`src/rtl/noaa_sample_feeder_if.sv`:
```
// noaa_sample_feeder_if
//   Groups the sensor handshake, engine, and host/result signals of the
//   NOAA sample feeder into one bundle.
//   master : the sensor/engine/host side that drives the feeder's inputs
//   slave  : the feeder itself
//   Sensor : SENS_VALID, SENS_DATA (12b) -> feeder ; SENS_READY <- feeder
//   Engine : SAMPLE, DONE, AVG_SD (12b) -> feeder ; TN (12b), MODE <- feeder
//   Host   : MODE_SEL -> feeder ; RESULT (12b), RESULT_MODE, RESULT_VALID,
//            UNDERRUN, OVERFLOW, UNDERRUN_CNT (8b) <- feeder
interface noaa_sample_feeder_if;
    logic        SENS_VALID;
    logic [11:0] SENS_DATA;
    logic        SENS_READY;
    logic        SAMPLE;
    logic [11:0] TN;
    logic        MODE;
    logic        DONE;
    logic [11:0] AVG_SD;
    logic        MODE_SEL;
    logic [11:0] RESULT;
    logic        RESULT_MODE;
    logic        RESULT_VALID;
    logic        UNDERRUN;
    logic        OVERFLOW;
    logic [7:0]  UNDERRUN_CNT;

    modport master (
        output SENS_VALID, SENS_DATA, SAMPLE, DONE, AVG_SD, MODE_SEL,
        input  SENS_READY, TN, MODE, RESULT, RESULT_MODE, RESULT_VALID,
               UNDERRUN, OVERFLOW, UNDERRUN_CNT
    );

    modport slave (
        input  SENS_VALID, SENS_DATA, SAMPLE, DONE, AVG_SD, MODE_SEL,
        output SENS_READY, TN, MODE, RESULT, RESULT_MODE, RESULT_VALID,
               UNDERRUN, OVERFLOW, UNDERRUN_CNT
    );
endinterface

```
`src/rtl/noaa_sample_feeder.sv`:
```
// noaa_sample_feeder
//   Front end for the NOAA averaging/std-dev engine. Buffers 12-bit sensor
//   words in a FIFO, releases one word on TN per engine SAMPLE once the FIFO
//   has been primed, and tags each engine result with the MODE that was in
//   force when its sample was taken.
//   Ports:
//     CLK   - clock, rising edge
//     RESET - synchronous, active-high
//     bus   - noaa_sample_feeder_if.slave (sensor, engine and host signals)
//
//   state | meaning
//   ------+--------------------------------------------------------------
//   PRIME | filling FIFO; TN = IDLE_TN, SAMPLE ignored
//   RUN   | each SAMPLE pops one word (or records an underrun) and a tag
module noaa_sample_feeder #(
    parameter int unsigned DEPTH     = 8,
    parameter int unsigned PRIME_CNT = 4,
    parameter int unsigned TAG_DEPTH = 4,
    parameter logic [11:0] IDLE_TN   = 12'h400
) (
    input  logic                 CLK,
    input  logic                 RESET,
    noaa_sample_feeder_if.slave  bus
);
    localparam int unsigned AW = $clog2(DEPTH);
    localparam int unsigned CW = AW + 1;
    localparam int unsigned TW = $clog2(TAG_DEPTH);
    localparam int unsigned TCW = TW + 1;

    typedef enum logic {ST_PRIME, ST_RUN} state_t;

    state_t state_q, state_d;
    logic   in_run;

    logic [11:0]  mem_q [DEPTH];
    logic [AW-1:0] wr_ptr_q, wr_ptr_d, rd_ptr_q, rd_ptr_d;
    logic [CW-1:0] count_q, count_d;

    logic           tag_mem_q [TAG_DEPTH];
    logic [TW-1:0]  tag_wr_q, tag_wr_d, tag_rd_q, tag_rd_d;
    logic [TCW-1:0] tag_cnt_q, tag_cnt_d;

    logic [11:0] tn_q, tn_d;
    logic        mode_q, mode_d;
    logic [11:0] result_q, result_d;
    logic        result_mode_q, result_mode_d;
    logic        result_valid_q, result_valid_d;
    logic        underrun_q, underrun_d;
    logic        overflow_q, overflow_d;
    logic [7:0]  und_cnt_q, und_cnt_d;

    logic fifo_full, fifo_empty, push, pop, sample_run;
    logic tag_full, tag_empty, tag_pop, tag_push, tag_drop;

    assign fifo_full  = (count_q == CW'(DEPTH));
    assign fifo_empty = (count_q == '0);
    assign push       = bus.SENS_VALID && !fifo_full;
    assign sample_run = in_run && bus.SAMPLE;
    assign pop        = sample_run && !fifo_empty;

    assign tag_full  = (tag_cnt_q == TCW'(TAG_DEPTH));
    assign tag_empty = (tag_cnt_q == '0);
    assign tag_pop   = bus.DONE && !tag_empty;
    // A pop in the same cycle frees the slot, so a full queue still accepts.
    assign tag_push  = sample_run && (!tag_full || tag_pop);
    assign tag_drop  = sample_run && tag_full && !tag_pop;

    // ---- FSM ----
    always_ff @(posedge CLK) begin
        if (RESET) state_q <= ST_PRIME;
        else       state_q <= state_d;
    end

    always_comb begin
        state_d = state_q;
        if (state_q == ST_PRIME && count_d >= CW'(PRIME_CNT)) state_d = ST_RUN;
    end

    always_comb begin
        in_run = (state_q == ST_RUN);
    end

    // ---- storage arrays (contents need no reset; pointers define validity) ----
    always_ff @(posedge CLK) begin
        if (push)     mem_q[wr_ptr_q]    <= bus.SENS_DATA;
        if (tag_push) tag_mem_q[tag_wr_q] <= bus.MODE_SEL;
    end

    // ---- next-state datapath ----
    always_comb begin
        wr_ptr_d       = wr_ptr_q + AW'(push);
        rd_ptr_d       = rd_ptr_q + AW'(pop);
        count_d        = count_q + CW'(push) - CW'(pop);
        tag_wr_d       = tag_wr_q + TW'(tag_push);
        tag_rd_d       = tag_rd_q + TW'(tag_pop);
        tag_cnt_d      = tag_cnt_q + TCW'(tag_push) - TCW'(tag_pop);
        tn_d           = tn_q;
        mode_d         = mode_q;
        result_d       = result_q;
        result_mode_d  = result_mode_q;
        result_valid_d = bus.DONE;
        underrun_d     = underrun_q;
        overflow_d     = overflow_q || tag_drop;
        und_cnt_d      = und_cnt_q;

        if (sample_run) begin
            mode_d = bus.MODE_SEL;
            if (!fifo_empty) begin
                tn_d = mem_q[rd_ptr_q];
            end else begin
                underrun_d = 1'b1;
                if (und_cnt_q != 8'hFF) und_cnt_d = und_cnt_q + 8'd1;
            end
        end

        if (bus.DONE) begin
            result_d = bus.AVG_SD;
            if (!tag_empty) begin
                result_mode_d = tag_mem_q[tag_rd_q];
            end else begin
                // Orphan result: best guess is the mode currently driven.
                result_mode_d = mode_q;
                overflow_d    = 1'b1;
            end
        end
    end

    always_ff @(posedge CLK) begin
        if (RESET) begin
            wr_ptr_q       <= '0;
            rd_ptr_q       <= '0;
            count_q        <= '0;
            tag_wr_q       <= '0;
            tag_rd_q       <= '0;
            tag_cnt_q      <= '0;
            tn_q           <= IDLE_TN;
            mode_q         <= 1'b0;
            result_q       <= '0;
            result_mode_q  <= 1'b0;
            result_valid_q <= 1'b0;
            underrun_q     <= 1'b0;
            overflow_q     <= 1'b0;
            und_cnt_q      <= '0;
        end else begin
            wr_ptr_q       <= wr_ptr_d;
            rd_ptr_q       <= rd_ptr_d;
            count_q        <= count_d;
            tag_wr_q       <= tag_wr_d;
            tag_rd_q       <= tag_rd_d;
            tag_cnt_q      <= tag_cnt_d;
            tn_q           <= tn_d;
            mode_q         <= mode_d;
            result_q       <= result_d;
            result_mode_q  <= result_mode_d;
            result_valid_q <= result_valid_d;
            underrun_q     <= underrun_d;
            overflow_q     <= overflow_d;
            und_cnt_q      <= und_cnt_d;
        end
    end

    assign bus.SENS_READY   = !fifo_full;
    assign bus.TN           = tn_q;
    assign bus.MODE         = mode_q;
    assign bus.RESULT       = result_q;
    assign bus.RESULT_MODE  = result_mode_q;
    assign bus.RESULT_VALID = result_valid_q;
    assign bus.UNDERRUN     = underrun_q;
    assign bus.OVERFLOW     = overflow_q;
    assign bus.UNDERRUN_CNT = und_cnt_q;
endmodule

```
`src/flat_wrapper.sv`:
```
// flat-port wrapper written by rule: the top's interface ports become plain ports
module noaa_sample_feeder_flat 
#(
    parameter int unsigned DEPTH     = 8,
    parameter int unsigned PRIME_CNT = 4,
    parameter int unsigned TAG_DEPTH = 4,
    parameter logic [11:0] IDLE_TN   = 12'h400
)
  (CLK, RESET, bus_SENS_VALID, bus_SENS_DATA, bus_SAMPLE, bus_DONE, bus_AVG_SD, bus_MODE_SEL, bus_SENS_READY, bus_TN, bus_MODE, bus_RESULT, bus_RESULT_MODE, bus_RESULT_VALID, bus_UNDERRUN, bus_OVERFLOW, bus_UNDERRUN_CNT);
  noaa_sample_feeder_if bus_i ();
  input  logic CLK;
  input  logic RESET;
  input wire logic [$bits(bus_i.SENS_VALID)-1:0] bus_SENS_VALID;
  input wire logic [$bits(bus_i.SENS_DATA)-1:0] bus_SENS_DATA;
  input wire logic [$bits(bus_i.SAMPLE)-1:0] bus_SAMPLE;
  input wire logic [$bits(bus_i.DONE)-1:0] bus_DONE;
  input wire logic [$bits(bus_i.AVG_SD)-1:0] bus_AVG_SD;
  input wire logic [$bits(bus_i.MODE_SEL)-1:0] bus_MODE_SEL;
  output wire logic [$bits(bus_i.SENS_READY)-1:0] bus_SENS_READY;
  output wire logic [$bits(bus_i.TN)-1:0] bus_TN;
  output wire logic [$bits(bus_i.MODE)-1:0] bus_MODE;
  output wire logic [$bits(bus_i.RESULT)-1:0] bus_RESULT;
  output wire logic [$bits(bus_i.RESULT_MODE)-1:0] bus_RESULT_MODE;
  output wire logic [$bits(bus_i.RESULT_VALID)-1:0] bus_RESULT_VALID;
  output wire logic [$bits(bus_i.UNDERRUN)-1:0] bus_UNDERRUN;
  output wire logic [$bits(bus_i.OVERFLOW)-1:0] bus_OVERFLOW;
  output wire logic [$bits(bus_i.UNDERRUN_CNT)-1:0] bus_UNDERRUN_CNT;
  assign bus_i.SENS_VALID = bus_SENS_VALID;
  assign bus_i.SENS_DATA = bus_SENS_DATA;
  assign bus_i.SAMPLE = bus_SAMPLE;
  assign bus_i.DONE = bus_DONE;
  assign bus_i.AVG_SD = bus_AVG_SD;
  assign bus_i.MODE_SEL = bus_MODE_SEL;
  assign bus_SENS_READY = bus_i.SENS_READY;
  assign bus_TN = bus_i.TN;
  assign bus_MODE = bus_i.MODE;
  assign bus_RESULT = bus_i.RESULT;
  assign bus_RESULT_MODE = bus_i.RESULT_MODE;
  assign bus_RESULT_VALID = bus_i.RESULT_VALID;
  assign bus_UNDERRUN = bus_i.UNDERRUN;
  assign bus_OVERFLOW = bus_i.OVERFLOW;
  assign bus_UNDERRUN_CNT = bus_i.UNDERRUN_CNT;
  noaa_sample_feeder #(.DEPTH(DEPTH), .PRIME_CNT(PRIME_CNT), .TAG_DEPTH(TAG_DEPTH), .IDLE_TN(IDLE_TN)) u_core (.CLK(CLK), .RESET(RESET), .bus(bus_i));
endmodule
```
`config.mk`:
```
export PLATFORM = sky130hd
export DESIGN_NAME = noaa_sample_feeder_flat
export DESIGN_NICKNAME = d
export VERILOG_FILES = /design/src/rtl/noaa_sample_feeder_if.sv /design/src/rtl/noaa_sample_feeder.sv /design/src/flat_wrapper.sv
export SDC_FILE = /design/constraint.sdc
export NUM_CORES = 1
export LEC_CHECK = 0
export CAP_MARGIN = 20
export CORE_UTILIZATION = 56
export CTS_CLUSTER_SIZE = 25
export DETAILED_ROUTE_END_ITERATION = 10
export PLACE_DENSITY_LB_ADDON = 0.12
export SYNTH_ARGS = -nofsm -noshare
export SYNTH_HDL_FRONTEND = slang
export SYNTH_SLANG_ARGS = --single-unit
export TNS_END_PERCENT = 50
```
`constraint.sdc`:
```
create_clock -name CLK -period 3.2 [get_ports CLK]
set_input_delay 0.32 -clock CLK [delete_from_list [all_inputs] [get_ports CLK]]
set_output_delay 0.32 -clock CLK [all_outputs]
set_load 0.005 [all_outputs]
```
### Word level (Yosys, flattened, before mapping)

Memories as Yosys holds them, arrays and structs flattened. A register that Yosys moved wholly into a read port is not among the register bits.
Cells that the tools add are included.

| storage, ports and cells | value |
|---|---|
| register bits after elaboration | 43 |
| RAM bits | 100 |
| bits of input ports | 30 |
| output and inout bits | 38 |
| memories | 2 |

| cells by class | value |
|---|---|
| add/subtract/negate cells | 9 |
| order comparisons | 1 |
| equality and inequality tests | 3 |
| multiplexer cells | 8 |
| bitwise operators | 2 |
| reductions and logical operators | 20 |

Memories:

| name | words | bits a word | rd ports | clocked after Yosys merged registers in | write ports | line | text |
|---|---|---|---|---|---|---|---|
| u_core.mem_q | 8 | 12 | 1 | 1 | 1 | noaa_sample_feeder.sv:35 | `logic [11:0] mem_q [DEPTH];` |
| u_core.tag_mem_q | 4 | 1 | 1 | 1 | 1 | noaa_sample_feeder.sv:39 | `logic tag_mem_q [TAG_DEPTH];` |

Operators by type and width:

| kind | count |
|---|---|
| $add A3 B1 Y3 | 3 |
| $add A8 B1 Y8 const B | 1 |
| $logic_and A1 B1 Y1 | 8 |
| $ne A8 B8 Y1 const B | 1 |
| $mux W1 | 7 |
| $logic_not A1 Y1 | 5 |
| $add A2 B1 Y2 | 2 |
| $add A4 B1 Y4 | 1 |
| $eq A4 B4 Y1 const B | 1 |
| $ge A4 B3 Y1 const B | 1 |
| $logic_not A4 Y1 | 1 |
| $reduce_and A2 Y1 | 2 |
| $sub A4 B1 Y4 | 1 |
| $eq A3 B3 Y1 const B | 1 |
| $logic_not A3 Y1 | 1 |
| $reduce_and A3 Y1 | 1 |
| $sub A3 B1 Y3 | 1 |
| $logic_or A1 B1 Y1 | 2 |
| $mux W2 | 1 |
| $not A1 Y1 | 2 |

### Longest topological paths before layout

Gate-level depths: netlist of run 1.

| logic depth | value |
|---|---|
| depth after elaboration | 8 |
| mapped depth | 11 |

### Worst setup path before layout of run 1

OpenSTA, ideal clock, no wires.

| path | value |
|---|---|
| path kind | register to register |
| start | register u_core.count_q[2] |
| end | memory u_core.mem_q[0][0], enable pin |
| library setup time | 0.396 ns |
| arrival time | 1.901 ns |
| required time | 2.804 ns |
| setup slack | 0.903 ns |
| cell stages (with the launch flop) | 6 |
| period minus slack after synthesis | 2.297 ns |
| path through | dfxtp_1 -> inv_1 -> ha_1 -> a21boi_0 -> nand2b_1 -> nor3_1 |

| between the ends | value |
|---|---|
| word-level cells in the longest chain between the ends | 5 |

RTL lines:

| what | line | text |
|---|---|---|
| from (decl) | noaa_sample_feeder.sv:37 | `logic [CW-1:0] count_q, count_d;` |
| from (signal assigned) | noaa_sample_feeder.sv:147 | `count_q <= count_d;` |
| $eq A4 B4 Y1 | noaa_sample_feeder.sv:55 | `assign fifo_full = (count_q == CW'(DEPTH));` |
| $logic_not A1 Y1 | noaa_sample_feeder.sv:57 | `assign push = bus.SENS_VALID && !fifo_full;` |
| $logic_and A1 B1 Y1 | noaa_sample_feeder.sv:57 |  |
| $mux W1 | noaa_sample_feeder.sv:85 | `if (push) mem_q[wr_ptr_q] <= bus.SENS_DATA;` |
| $mux W1 (implied by the code) | noaa_sample_feeder.sv:85 |  |
| to (decl) | noaa_sample_feeder.sv:35 |  |

No other way between the ends.

### Worst setup path after layout of run 1

| path | value |
|---|---|
| start | register u_core.state_q (netlist: u_core.in_run) |
| end | register u_core.tag_cnt_q[2] |

| between the ends | value |
|---|---|
| word-level cells in the longest chain between the ends | 4 |

RTL lines:

| what | line | text |
|---|---|---|
| from (decl) | noaa_sample_feeder.sv:32 | `state_t state_q, state_d;` |
| from (signal assigned) | noaa_sample_feeder.sv:71 | `else state_q <= state_d;` |
| $logic_and A1 B1 Y1 | noaa_sample_feeder.sv:58 | `assign sample_run = in_run && bus.SAMPLE;` |
| $logic_and A1 B1 Y1 | noaa_sample_feeder.sv:65 | `assign tag_push = sample_run && (!tag_full \|\| tag_pop);` |
| $add A3 B1 Y3 | noaa_sample_feeder.sv:96 | `tag_cnt_d = tag_cnt_q + TCW'(tag_push) - TCW'(tag_pop);` |
| $sub A3 B1 Y3 | noaa_sample_feeder.sv:96 |  |
| to (signal assigned) | noaa_sample_feeder.sv:150 | `tag_cnt_q <= tag_cnt_d;` |
| to (decl) | noaa_sample_feeder.sv:41 | `logic [TCW-1:0] tag_cnt_q, tag_cnt_d;` |

No other way between the ends.
A chain may end at the register's enable or synchronous reset.

==> results of run 1 <==
[synthesized netlist by cell type (2+ instances only)]
| library cell | instances | area share [%] |
|---|---|---|
| dfxtp_1 | 55 | 18 |
| clkbuf_1 | 5 | 0.31 |
| inv_1 | 9 | 0.56 |
| xnor2_1 | 10 | 1.4 |
| nand2b_1 | 4 | 0.41 |
| mux4_2 | 25 | 9.3 |
| a21oi_1 | 7 | 0.58 |
| or3_1 | 2 | 0.21 |
| buf_1 | 4 | 0.25 |
| buf_2 | 5 | 0.41 |
| o21ai_0 | 3 | 0.25 |
| xor2_1 | 2 | 0.29 |
| edfxtp_1 | 100 | 50 |
| fa_1 | 2 | 0.66 |
| nor3_1 | 5 | 0.41 |
| nor2b_1 | 8 | 0.83 |
| mux2i_1 | 26 | 4.3 |
| nand2_1 | 12 | 0.74 |
| nor2_1 | 54 | 3.3 |
| and4_1 | 2 | 0.29 |
| ha_1 | 13 | 2.7 |
| buf_4 | 3 | 0.37 |
| a211oi_1 | 12 | 1.5 |
| a31oi_1 | 3 | 0.31 |
| and2_1 | 3 | 0.31 |
| nand3_1 | 3 | 0.25 |
[final cells by class]
cell class,instances,area [um^2]
clock buffers,25,576
clock inverters,7,42.5
fillers,707,2830
inverters,9,33.8
multi-input cells,210,1840
flip-flops and latches,155,4100
well taps,136,170
repair buffers,86,821
[worst max-delay path, stage by stage, from the launching register on]
cell and delay, ns:
dfxtp_1 0.41, nand2_1 0.25, a31oi_1 0.49, ha_1 0.23, inv_1 0.05, fa_1 0.37, xor2_1 0.17, xnor2_1 0.13
nor2_1 0.05
[cell families (layout without fill, tap and decap cells)]
logic type,after synthesis,count (layout),synth area share (%)
AOI/OAI and AO/OA,32,32,3.72
buffers and inverters,26,127,1.90
DFF,155,155,67.7
adders and majority gates,15,15,3.35
and+or+nand+nor,100,100,7.97
xor gates and xnor gates,12,12,1.73
muxes,51,51,13.6
[cells in the final DEF (no fill, tap or decap), types with 3 or more instances in the layout]
cell type / n
edfxtp_1: 100
clkdlybuf4s50_1: 66
dfxtp_1: 55
nor2_1: 54
mux2i_1: 26
mux4_2: 25
clkbuf_16: 22
buf_4: 18
ha_1: 13
nand2_1: 12
a211oi_1: 12
xnor2_1: 10
inv_1: 9
nor2b_1: 8
a21oi_1: 7
nor3_1: 5
nand2b_1: 4
clkinv_2: 4
a31oi_1: 3
and2_1: 3
nand3_1: 3
o21ai_0: 3
[final timing paths]
check | depth (start not counted) | slack, ns | end
hold / removal | 2 | 0.28 | u_core.bus.RESULT_VALID
hold reg to reg | 2 | 0.47 | u_core.bus.OVERFLOW
setup reg to reg | 8 | 0.92 | u_core.tag_cnt_q[2]
setup / recovery | 8 | 0.92 | u_core.tag_cnt_q[2]
[flip-flops by register name (all words and copies together), names as in the netlist]
signal and flops:
u_core.wr_ptr_q 3, u_core.count_q 4, u_core.tag_mem_q 4, u_core.tag_rd_q 2, u_core.tag_cnt_q 3, u_core.mem_q 96
u_core.rd_ptr_q 3, u_core.tag_wr_q 2, u_core.bus.RESULT_MODE 1, u_core.bus.RESULT 12, u_core.in_run 1, u_core.bus.MODE 1
u_core.bus.OVERFLOW 1, u_core.bus.TN 12, u_core.bus.UNDERRUN 1, u_core.bus.UNDERRUN_CNT 8, u_core.bus.RESULT_VALID 1
[layer usage]
metal	wire length [um]	part of all wire, %
met5	0	0
met3	663	5.8
met2	5840	51
met1	4660	41
met4	221	1.9
[power groups by stage]
stage / combinational (mW) / clock (mW) / sequential, mW
2_1_floorplan: 0.803 / 0 / 2.49
3_3_place_gp: 1.14 / 0 / 2.53
3_5_place_dp: 1.17 / 0 / 2.54
4_1_cts: 1.19 / 2.02 / 2.51
5_1_grt: 1.32 / 2.10 / 2.53
6_report: 1.17 / 1.99 / 2.50
[stage by stage]
stage | instances | power, mW | area, um^2 | worst slack (ns)
global route | 628 | 5.96 | 7590 | 0.626
global placement | 596 | 3.67 | 6970 | 0.590
detailed placement | 596 | 3.71 | 6970 | 0.532
finish | 628 | 5.66 | 7590 | 0.919
CTS | 628 | 5.72 | 7590 | 0.915
floorplan | 391 | 3.30 | 6060 | 0.903
==> impl_summary.log, run 1 <==
[metrics] area growth from synthesis to layout: 25.2%
[metrics] number of buffers inserted during clock tree synthesis: 17
[metrics] internal power summed over all cells: 4.22 mW
[metrics] RSZ-0062 raised after global routing: false
[metrics] worst min-delay path class: in -> reg
[metrics] relative slew slack: between 40 and 50%
[metrics] nature of the critical path endpoint: flip-flop
[metrics] fraction of power consumed by combinational cells: 20.7%
[metrics] core box area: between 10000 and 15000 um^2
[metrics] final core occ: 72.8%
[metrics] final setup TNS: 0 ns
[metrics] leakage component of the power: 2.64 nW
[metrics] Tot GR Track Use: 22.2%
[metrics] number of optimization iterations in the first detailed-route pass: 6
[metrics] fraction of final layout cells sized beyond drive strength 1: between 10% and 20%
[metrics] final setup fails: 0
[metrics] Crit Path Category: reg -> reg
[metrics] CP Max Fanout: 7
[metrics] data required time at the worst endpoint: around 3.6 ns
[metrics] DRT antenna net count: 0
[metrics] DR WL/cell: approximately 18 um
[metrics] number of nets in the synthesized netlist: between 400 and 500
[metrics] CTS tree: yes
[metrics] Hold WS: between 0.2 and 0.3 ns
[metrics] launching point of the worst reg2reg path: u_core.in_run
[metrics] starting density of the core: 58.2%
[metrics] Seq/Total Area, Yosys: about two thirds
[metrics] CTS H-tree lvls: 4
[metrics] met2 routing resource usage after global routing: between 30% and 40%
[metrics] final-report max-slew violation count: 0
[metrics] Avg Vias per Cell: between 5 and 6
[metrics] run status: finished, final reports clean
[metrics] fraction of power consumed by sequential logic: 44.2%
[metrics] portion of total power attributed to the clock network: 35.2%
[metrics] first-pass GRT wire length: approximately 18000 um
[metrics] mean post-synth cell area: about 15 um^2
[metrics] via count of the first global-routing pass: approximately 3600
[metrics] post-cts gate resize count: 0
[metrics] n_diodes: 0
[metrics] number of maximum-capacitance constraint violations: 0
[metrics] Die Span X: 106 um
[metrics] DR vias: around 3500
[metrics] post-route fraction of the period consumed by the critical path: a little under three quarters
[metrics] Setup Buffers After CTS: 0
[metrics] Switching Power: roughly 1.4 mW
[metrics] final estimated routing congestion in global placement: ~0.76
[metrics] count of buffers from port buffering: 67
[metrics] critical hold path startpoint: RESET
[metrics] row cnt: 37
[metrics] Ys Warns: 0
[metrics] Max Buffers Root-to-Sink: 2
[metrics] floorplan die height: 106 um
[metrics] most instantiated flip-flop cell in the synthesis netlist: edfxtp_1
[metrics] worst ir drop on vdd: 0.448 mV
[metrics] critical path startpoint category: flip-flop
[metrics] maximum number of pins on one net before global-route repair: 31
[metrics] GRT busiest layer: met2
[metrics] slew of the pin with the lowest slew margin: 0.898 ns
[metrics] fraction of power spent switching nets: around 25%
[metrics] share of flip-flops with an asynchronous set or reset after synthesis: 0%
[metrics] clock transition at the registers of the reported paths: about 0.06 ns
[metrics] EDFF count, synth: 100
[metrics] clock tree root buffer cell: clkbuf_8
[metrics] HPWL after DPL: between 7000 and 8000 um
[metrics] Max Clk Rate: about 440 MHz
[metrics] number of distinct library cell variants in the gate-level netlist after synthesis: 40
[metrics] worst clock skew: between 0.006 and 0.007 ns
[metrics] aggregate routed wire length: 11400 um
[metrics] Remaining DRCs: 0
[metrics] antenna violations before repair: 0
[metrics] number of endpoints with negative hold slack in the final report: 0
[metrics] number of primary I/O pins: a little under 70
[metrics] flip-flop and latch count after synthesis: roughly 160
[metrics] gate count after technology mapping: between 300 and 400
[metrics] Final nets: about 520
[metrics] crit path DAT: 2.67 ns
[metrics] Clock Latency Late Sink: roughly 0.52 ns
[metrics] clock sink count: 155
[metrics] CTS hold repair buffers: 0
[metrics] final global-route overflow total: 0
[metrics] met1 Usage GRT: a little over a quarter
[metrics] PwrDens: between 700 and 800 nW/um^2
[metrics] post-synthesis instance area: approximately 6100 um^2
[metrics] Die Footprint: approximately 11000 um^2
[metrics] global-route track usage on met3: ~5%
[metrics] Critical Path Source: u_core.in_run
[metrics] number of design-rule violations left by the first detailed-router iteration: around 230
[metrics] post-layout minimum cycle time: ~2.3 ns
Note: power is estimated with default switching activity, not from simulation.
==> run 2: changes to the inputs <==
- clock period: 3.2 -> 2.2 ns (I/O delays scaled with it)
==> run 2 against run 1 <==
  * Routed wire length is 0.99% higher
  * Clock power up 42%
  * Critical endpoint unchanged
  * Highest routed layer unchanged
  * Non-clock buffer count rose by 11
==> impl_summary.log, run 2 (synthesized netlist as in run 1, its figures left out) <==
[metrics] library cell contributing the largest single delay on the critical path: dfxtp_1
[metrics] post-placement cell area: between 7000 and 8000 um^2
[metrics] final setup fails: 0
[metrics] Die Footprint: around 11000 um^2
[metrics] core box area: ~10000 um^2
[metrics] worst min-delay path class: in -> reg
[metrics] DRT antenna net count: 0
[metrics] floorplan die height: around 110 um
[metrics] final-report max-slew violation count: 0
[metrics] antenna violations before repair: 0
[metrics] clock sink count: 155
[metrics] Setup Buffers After CTS: 0
[metrics] number of endpoints with negative hold slack in the final report: 0
[metrics] CTS hold repair buffers: 0
[metrics] CTS tree: yes
[metrics] max reg flops: 96
[metrics] PwrDens: 1080 nW/um^2
[metrics] clock transition at the registers of the reported paths: 0.07 ns
[metrics] HPWL after DPL: around 7500 um
[metrics] final setup TNS: 0 ns
[metrics] DR WL/cell: ~18 um
[metrics] number of maximum-capacitance constraint violations: 0
[metrics] critical hold path startpoint: RESET
[metrics] via count of the first global-routing pass: between 3000 and 4000
[metrics] Most flops, register: u_core.mem_q
[metrics] Max Clk Rate: 485 MHz
[metrics] endpoint of the lowest-slack register-to-register path: u_core.tag_cnt_q[2]
[metrics] n_diodes: 0
[metrics] area growth from synthesis to layout: 26.2%
[metrics] final estimated routing congestion in global placement: 0.797
[metrics] Crit Path Category: reg -> reg
[metrics] number of buffers inserted during clock tree synthesis: 17
[metrics] data required time at the worst endpoint: 2.61 ns
[metrics] hold worst-path end: u_core.wr_ptr_q[2]
[metrics] Total Power: slightly above 8 mW
[metrics] fraction of final layout cells sized beyond drive strength 1: between 10% and 20%
[metrics] leakage component of the power: 2.68 nW
[metrics] post-layout minimum cycle time: roughly 2.1 ns
[metrics] CP Cell Sequence: nor3_2, nor2_1, ha_1, inv_1, ha_1, inv_1, fa_1, xor2_1, xnor2_1, nor2_1
[metrics] Clock Latency Late Sink: between 0.5 and 0.6 ns
[metrics] Die Span X: around 110 um
[metrics] launching point of the worst reg2reg path: u_core.tag_cnt_q[1]
[metrics] Avg Vias per Cell: ~5.5
[metrics] row cnt: 37
[metrics] highest-count cells in the layout ignoring fill and taps: 100 x edfxtp_1, 66 x clkdlybuf4s50_1, 55 x dfxtp_1, 54 x nor2_1, 29 x buf_4
[metrics] maximum number of pins on one net before global-route repair: 27
[metrics] Final nets: roughly 540
[metrics] GRT busiest layer: met2
[metrics] run status: finished, final reports clean
[metrics] met1 Usage GRT: between 20% and 30%
[metrics] met2 routing resource usage after global routing: about two fifths
[metrics] number of primary I/O pins: 68
[metrics] crit path DAT: roughly 2.5 ns
[metrics] CTS H-tree lvls: 4
[metrics] final instance area: between 7000 and 8000 um^2
[metrics] Remaining DRCs: 0
[metrics] final global-route overflow total: 0
[metrics] reg2reg setup slack: roughly 0.14 ns
[metrics] maximum cell stage delay along the critical path: approximately 0.45 ns
[metrics] relative slew slack: between 60 and 70%
[metrics] most common library cell in the layout ignoring fill and taps: edfxtp_1
[metrics] RSZ-0062 raised after global routing: false
[metrics] Tot GR Track Use: between 20 and 25%
[metrics] number of cell instances on the worst register-to-register path: 10
[metrics] number of cells on the worst hold path: 2
[metrics] clock tree root buffer cell: clkbuf_8
[metrics] number of optimization iterations in the first detailed-route pass: 4
[metrics] CP Max Fanout: 4
[metrics] Max Buffers Root-to-Sink: 2
[metrics] final core occ: between 70% and 80%
[metrics] nature of the critical path endpoint: flip-flop
[metrics] worst clock skew: between 0.01 and 0.015 ns
[metrics] global-route track usage on met3: 5.40%
[metrics] critical path startpoint category: flip-flop
[metrics] starting density of the core: about three fifths
[metrics] worst ir drop on vdd: a little over 1 mV
[metrics] slew of the pin with the lowest slew margin: roughly 0.45 ns
[metrics] first-pass GRT wire length: 18700 um
[metrics] count of buffers from port buffering: 67
[metrics] number of design-rule violations left by the first detailed-router iteration: roughly 180
[metrics] post-route fraction of the period consumed by the critical path: ~94%
[metrics] DR vias: 3540
[metrics] aggregate routed wire length: 11500 um
[run 2: cell count changes in the layout (fill, tap and decap cells not counted), sizes merged]
cell	before	now
clkinvlp	1	2
clkinv	5	6
buf	20	31
inv	10	14
clkbuf	25	17
bufinv	0	2
[run 2: power by group]
part           switching [mW]  internal (mW)  total, mW  leakage, nW
clock network            1.19           1.64       2.82        0.284
logic                   0.848          0.975       1.82         1.04
registers               0.195           3.42       3.61         1.36
[run 2: per-layer routing]
metal,routed length (um),vias to the layer above
li1,-,1666
met1,4990,1768
met2,5780,91
met3,522,15
met4,210,0
met5,0,-
[run 2: layout make-up]
| type | count | area, um^2 |
|---|---|---|
| Multi-Input combinational cell | 210 | 1850 |
| Tap cell | 136 | 170 |
| Clock inverter | 15 | 164 |
| Fill cell | 695 | 2770 |
| Sequential cell | 155 | 4100 |
| Inverter | 9 | 33.8 |
| Timing Repair Buffer | 97 | 903 |
| Clock buffer | 17 | 414 |
[run 2: what timing repair did]
item / in CTS / in global routing
setup endpoints to repair: 0 / 1
gates resized for setup: 0 / 1
hold endpoints to repair: 0 / 0
[run 2: worst max-delay path by stage]
| stage | startpoint | to | slack (ns) | depth (start not counted) |
|---|---|---|---|---|
| after floorplan | u_core.count_q[2] | u_core.mem_q[1][0] | -0.1 | 5 |
| after global placement | bus_DONE | u_core.tag_cnt_q[2] | -0.04 | 11 |
| after CTS | u_core.tag_cnt_q[2] | u_core.tag_cnt_q[2] | 0.09 | 10 |
| after detailed placement | bus_DONE | u_core.tag_cnt_q[2] | -0.14 | 11 |
| after global routing | u_core.tag_cnt_q[2] | u_core.tag_cnt_q[2] | 0.02 | 10 |
| final | u_core.tag_cnt_q[1] | u_core.tag_cnt_q[2] | 0.14 | 10 |
[run 2: through the flow]
step                      hold WS (ns)  instances  setup WS (ns)
after floorplan                  0.319        391        -0.0968
after global placement           0.452        607        -0.0436
after detailed placement         0.465        607         -0.140
after CTS                        0.120        639         0.0935
after global routing             0.132        639         0.0205
final                            0.138        639          0.136
[run 2: critical path: cells and delay by family, from the launching register on]
family | cells | cell delay [ns]
DFF | 1 | 0.45
xor gates and xnor gates | 2 | 0.33
and+or+nand+nor | 3 | 0.30
adders and majority gates | 3 | 0.77
buffers and inverters | 2 | 0.11
